===== config.mk =====
export PLATFORM = sky130hd
export DESIGN_NAME = io_controller
export DESIGN_NICKNAME = d
export VERILOG_FILES = /design/src/rtl/io_controller_pkg.sv /design/src/rtl/io_controller_debounce.sv /design/src/rtl/io_controller.sv
export SDC_FILE = /design/constraint.sdc
export NUM_CORES = 1
export LEC_CHECK = 0
export CAP_MARGIN = 10
export CORE_AREA = 5 5 89 74
export DETAILED_ROUTE_END_ITERATION = 8
export DIE_AREA = 0 0 94 79
export GPL_ROUTABILITY_DRIVEN = 0
export GPL_TIMING_DRIVEN = 1
export HOLD_SLACK_MARGIN = 0.08
export PLACE_DENSITY = 0.93
export SLEW_MARGIN = 10
export SYNTH_ARGS = -nofsm -noshare
export SYNTH_HDL_FRONTEND = slang
export SYNTH_SLANG_ARGS = --single-unit

===== constraint.sdc =====
create_clock -name clock -period 2.2 [get_ports clock]
set_clock_uncertainty 0.15 [all_clocks]
set_input_delay 0.33 -clock clock [delete_from_list [all_inputs] [get_ports clock]]
set_output_delay 0.33 -clock clock [all_outputs]
set_load 0.1 [all_outputs]

===== src/rtl/io_controller_pkg.sv =====
// Shared IO definitions: data width, 3-bit state codes (also decoded by the LCD driver), request bundle.
package io_controller_pkg;
    localparam int DATA_W = 32;

    localparam logic [2:0] ST_IDLE         = 3'd0;
    localparam logic [2:0] ST_WAIT_PRESS   = 3'd1;
    localparam logic [2:0] ST_WAIT_RELEASE = 3'd2;
    localparam logic [2:0] ST_DONE         = 3'd3;
    localparam logic [2:0] ST_HALTED       = 3'd4;

    typedef enum logic [2:0] {
        IDLE         = ST_IDLE,
        WAIT_PRESS   = ST_WAIT_PRESS,
        WAIT_RELEASE = ST_WAIT_RELEASE,
        DONE         = ST_DONE,
        HALTED       = ST_HALTED
    } io_state_e;

    typedef struct packed {
        logic halt;
        logic insert;
        logic out_write;
    } io_req_t;
endpackage


===== src/rtl/io_controller_debounce.sv =====
// Confirm button conditioning: 2-flop synchronizer plus optional debounce (IO_DEBOUNCE_EN).
// rise/fall pulse in the cycle whose clock edge changes the accepted level.
module io_debounce #(
    parameter int DEBOUNCE_CYCLES = 500000
) (
    input  logic clock,
    input  logic reset,
    input  logic raw,
    output logic level,
    output logic rise,
    output logic fall
);
    logic [1:0] sync_q;
    logic       sync;

    always_ff @(posedge clock) begin
        if (reset) sync_q <= '0;
        else       sync_q <= {sync_q[0], raw};
    end
    assign sync = sync_q[1];

`ifdef IO_DEBOUNCE_EN
    localparam int CW = $clog2(DEBOUNCE_CYCLES) + 1;
    localparam logic [CW-1:0] CNT_LAST = CW'(DEBOUNCE_CYCLES - 1);

    logic [CW-1:0] cnt_q;
    logic          acc_q;
    logic          accept;

    // Accept on the edge that sees the DEBOUNCE_CYCLES-th consecutive differing sample.
    assign accept = (sync != acc_q) && (cnt_q >= CNT_LAST);

    always_ff @(posedge clock) begin
        if (reset) begin
            cnt_q <= '0;
            acc_q <= 1'b0;
        end else if (accept) begin
            cnt_q <= '0;
            acc_q <= sync;
        end else if (sync == acc_q) begin
            cnt_q <= '0;
        end else if (cnt_q != '1) begin
            cnt_q <= cnt_q + 1'b1;
        end
    end

    assign level = acc_q;
    assign rise  = accept &  sync;
    assign fall  = accept & ~sync;
`else
    logic unused_debounce_cfg;
    assign unused_debounce_cfg = |DEBOUNCE_CYCLES;

    assign level = sync;
    assign rise  =  sync_q[0] & ~sync;
    assign fall  = ~sync_q[0] &  sync;
`endif
endmodule


===== src/rtl/io_controller.sv =====
// IN/OUT/HALT handshake between the control unit and the board switches/button/display.
// Build option IO_DEBOUNCE_EN enables confirm debouncing in io_debounce.
module io_controller
    import io_controller_pkg::*;
#(
    parameter int SW_WIDTH        = 16,
    parameter int DEBOUNCE_CYCLES = 500000
) (
    input  logic                clock,
    input  logic                reset,
    input  logic                isInsert,
    input  logic                outWrite,
    input  logic                isHalt,
    input  logic [SW_WIDTH-1:0] switches,
    input  logic                confirm,
    input  logic [DATA_W-1:0]   outData,
    output logic                ioStall,
    output logic [DATA_W-1:0]   insertData,
    output logic                insertValid,
    output logic [DATA_W-1:0]   displayData,
    output logic                displayValid,
    output logic                waitingInput,
    output logic                halted
);
    io_state_e         state_q, state_d;
    io_req_t           req;
    logic              btn_rise, btn_fall, btn_level_unused;
    logic              capture, show, stall;
    logic [DATA_W-1:0] insert_q, display_q;
    logic              display_vld_q;

    assign req = '{halt: isHalt, insert: isInsert, out_write: outWrite};

    io_debounce #(.DEBOUNCE_CYCLES(DEBOUNCE_CYCLES)) u_confirm (
        .clock (clock),
        .reset (reset),
        .raw   (confirm),
        .level (btn_level_unused),
        .rise  (btn_rise),
        .fall  (btn_fall)
    );

    always_ff @(posedge clock) begin
        if (reset) state_q <= IDLE;
        else       state_q <= state_d;
    end

    always_comb begin
        state_d = state_q;
        capture = 1'b0;
        show    = 1'b0;
        stall   = 1'b0;
        case (state_q)
            IDLE: begin
                stall = req.halt | req.insert;
                if (req.halt)           state_d = HALTED;
                else if (req.insert)    state_d = WAIT_PRESS;
                else if (req.out_write) show    = 1'b1;
            end
            WAIT_PRESS: begin
                stall = 1'b1;
                if (btn_rise) begin
                    capture = 1'b1;
                    state_d = WAIT_RELEASE;
                end
            end
            WAIT_RELEASE: begin
                stall = 1'b1;
                if (btn_fall) state_d = DONE;
            end
            DONE:    state_d = IDLE;
            HALTED:  stall   = 1'b1;
            default: state_d = IDLE;
        endcase
    end

    always_ff @(posedge clock) begin
        if (reset) begin
            insert_q      <= '0;
            display_q     <= '0;
            display_vld_q <= 1'b0;
        end else begin
            if (capture) insert_q <= DATA_W'(switches);
            if (show) begin
                display_q     <= outData;
                display_vld_q <= 1'b1;
            end
        end
    end

    assign ioStall      = stall & ~reset;
    assign insertData   = insert_q;
    assign insertValid  = (state_q == DONE);
    assign displayData  = display_q;
    assign displayValid = display_vld_q;
    assign waitingInput = (state_q == WAIT_PRESS) || (state_q == WAIT_RELEASE);
    assign halted       = (state_q == HALTED);
endmodule


==> flow_summary.ini <==
[status]
outcome = finished, final reports clean

[cts]
clk_pin_slew_ps = 90
cts_max_level = 2
clock_latency_ps = 290
postCtsSetupBuffers = 0
cts-root-buf = clkbuf_8
clk_path_buf_depth = 2
cts_resized = 0
cts_tree = done
hold_buffers = 0
cts_buffers = 5
clock_sinks = 54

[synth]
seq_area_frac_synth_pct = 47.8
yosys_warnings = 0
synth_seq_cells = 54
syn_avg_cell_area_sq_um = 8.94
synth.distinct_cells = 31
synth_area_sq_um = 2260
synthCells = 253

[pwr]
p_per_area_nw_per_um2 = 735
p_leak_uw = 0.00142
ir_drop_v = 0.000318

[setup_path]
crit_end = ioStall
max_stage_delay_ps = 440
crit_path_cell_trace = maj3_1 -> a211oi_4 -> buf_12
worst_path_max_delay_cell = dfxtp_1
cp.depth = 3
crit_arrival_ps = 1650
worstReg2RegStart = state_q[2]
path_buf_inv = 1
cp-start-kind = flip-flop
critPathLaunch = state_q[2]
reg2reg_slack_ps = 440
end_kind = primary output
crit_required_ps = 1720
cp_max_fo = 11
worst_r2r_path_depth = 4
crit_family = flip-flops
regToRegEndpoint = displayData[23]
crit_type = reg -> out

[layout]
num-fill-cells = 530
n_antenna_cell = 0
nets = 405
drive_gt1_share_pct = 24.1
finish.instance_area_sq_um = 3250
seqCellArea_sq_um = 1080
fin_util_pct = 57.1
multi_input_area_sq_um = 966
flow.area_growth_from_synthesis_pct = 43.8

[sta]
setup_viol = 0
clock.fmax_mhz = 470
rsz0062_at_grt = false
period_minus_slack_ps = 2130
drv_slew = 0
hold_viol = 0
period_share_pct = 96.7

[global_routing]
grt-busiest-layer = met2
grt_pass1_vias = 1792
track_usage_pct = 14.2
grt_max_degree = 36
antenna_found_initial = 0
grt_remaining_overflow = 0
grt_use_met1_pct = 16.3
met3_usage_pct = 6.16
grt_pass1_wl_um = 8420
grt_use_met2_pct = 23.9

[placed_design]
post_dp_cell_area_sq_um = 3160
io_buffers = 106
dp_hpwl_um = 4110

[routing]
vias = 1947
routed_wirelength_um = 5450
routed_via_density = 4.50
wl_per_cell_um = 12.6
ant_nets = 0
drt_iter0_drc = 72
drtPass1Iterations = 4
drc_errors = 0

[floorplanning]
rows = 25
die_w_um = 94
core-area_sq_um = 5690
die_h_um = 79
design.portCount = 123
dieArea_sq_um = 7430
start_util_pct = 39.7

[hold_path]
hold_class = reg -> reg

[run]
cap_viol_max_count = 0
-- cell usage after synthesis --
cell type	count	area share, %
nand2_1	66	11
dfxtp_1	54	48
a21oi_1	22	4.9
nor2_1	21	3.5
mux2i_1	17	7.5
buf_4	16	5.3
a21oi_2	12	4.6
clkbuf_1	9	1.5
buf_12	4	3.5
inv_1	4	0.66
buf_6	3	1.5
nor3_1	3	0.66
and2b_1	2	0.66
nor2b_1	2	0.55
o21ai_0	2	0.44
a211oi_1	1	0.33
a32o_1	1	0.44
and2_1	1	0.28
and3_4	1	0.50
buf_2	1	0.22
conb_1	1	0.17
maj3_1	1	0.44
nand2_2	1	0.28
nand2b_1	1	0.28
nand3_1	1	0.22
nor2b_2	1	0.39
nor3_4	1	0.72
nor3b_2	1	0.55
o221ai_1	1	0.39
or2_2	1	0.28
xnor2_1	1	0.39
-- cell usage in the layout (no fill, tap or decap) --
cell type        Yosys  final
a211oi_4             0      1
a21oi_1             22     22
a21oi_2             12     12
a32o_1               1      1
and2_1               1      1
and2b_1              2      2
and3_4               1      1
buf_12               4      4
buf_2                1      1
buf_4               16     52
clkbuf_1             9      1
clkbuf_8             0      6
clkdlybuf4s50_1      0     52
clkinv_2             0      1
conb_1               1     16
dfxtp_1             54     54
inv_1                4      4
maj3_1               1      1
mux2i_1             17     17
nand2_1             66     66
nand2_2              1      1
nand2b_1             1      1
nand3_1              1      1
nor2_1              21     19
nor2_2               0      2
nor2b_1              2      2
nor2b_2              1      1
nor3_1               3      3
nor3_4               1      1
nor3b_2              1      1
o21ai_0              2      2
o221ai_1             1      1
or2_2                1      1
xnor2_1              1      1
-- metal layers --
metal	vias up	part of all wire, %
li1	975	-
met1	889	42
met2	78	46
met3	5	11
met4	0	0.81
met5	-	0
-- stage by stage --
step | total power [uW] | TNS, ps | worst slack [ps] | cells | hold slack (ps)
after floorplan | 1690 | -7.10 | -7.10 | 268 | 306
after global placement | 1850 | 0 | 227 | 425 | 292
after detailed placement | 1860 | 0 | 132 | 425 | 298
after CTS | 2420 | 0 | 56.0 | 433 | 311
after global routing | 2500 | 0 | 0.0366 | 433 | 325
final | 2390 | 0 | 71.6 | 433 | 310
-- worst min-delay path by stage --
stage	end	cells past startpoint	startpoint	slack [ps]
floorplan	state_q[2]	1	isHalt	310
global placement	displayData[17]	2	displayData[17]	290
detailed placement	displayData[26]	2	displayData[26]	300
CTS	displayData[26]	2	displayData[26]	310
global route	displayData[1]	2	displayData[1]	330
finish	displayData[1]	2	displayData[1]	310
-- kinds of logic (layout without fill, tap and decap cells) --
logic type | count (synthesis) | after routing | synth area share (%)
simple gates | 103 | 103 | 19.8
xor+xnor | 1 | 1 | 0.387
flops | 54 | 54 | 47.8
other cells | 1 | 16 | 0.166
fa+ha+maj | 1 | 1 | 0.443
buf+inv | 37 | 121 | 12.7
mux | 17 | 17 | 7.53
compound gates | 39 | 39 | 11.1
-- registers in the layout, indices dropped and copies added, names as in the netlist --
name              count
insertData           16
displayData          32
u_confirm.sync_q      2
state_q               3
displayValid          1
-- worst reg2reg max path, stage by stage, from the launching register on --
cell,delay (ps)
dfxtp_1,440
nor2_1,370
and3_4,490
nand2_1,130
a21oi_2,130
-- power by group --
group	leakage, uW	internal (uW)	switching (uW)
Clock	0.0000482	254	297
Sequential	0.000438	1020	39.3
Combinational	0.000934	226	555
-- cell type report --
cell class | instances | area share [%]
multi-input combinational | 177 | 29.7
clock inverter | 1 | 0.154
timing repair buffer | 109 | 30.6
tap | 81 | 3.12
inverter | 4 | 0.462
clock buffer | 7 | 2.66
sequential | 54 | 33.3
Note: power is estimated with default switching activity, not from simulation.
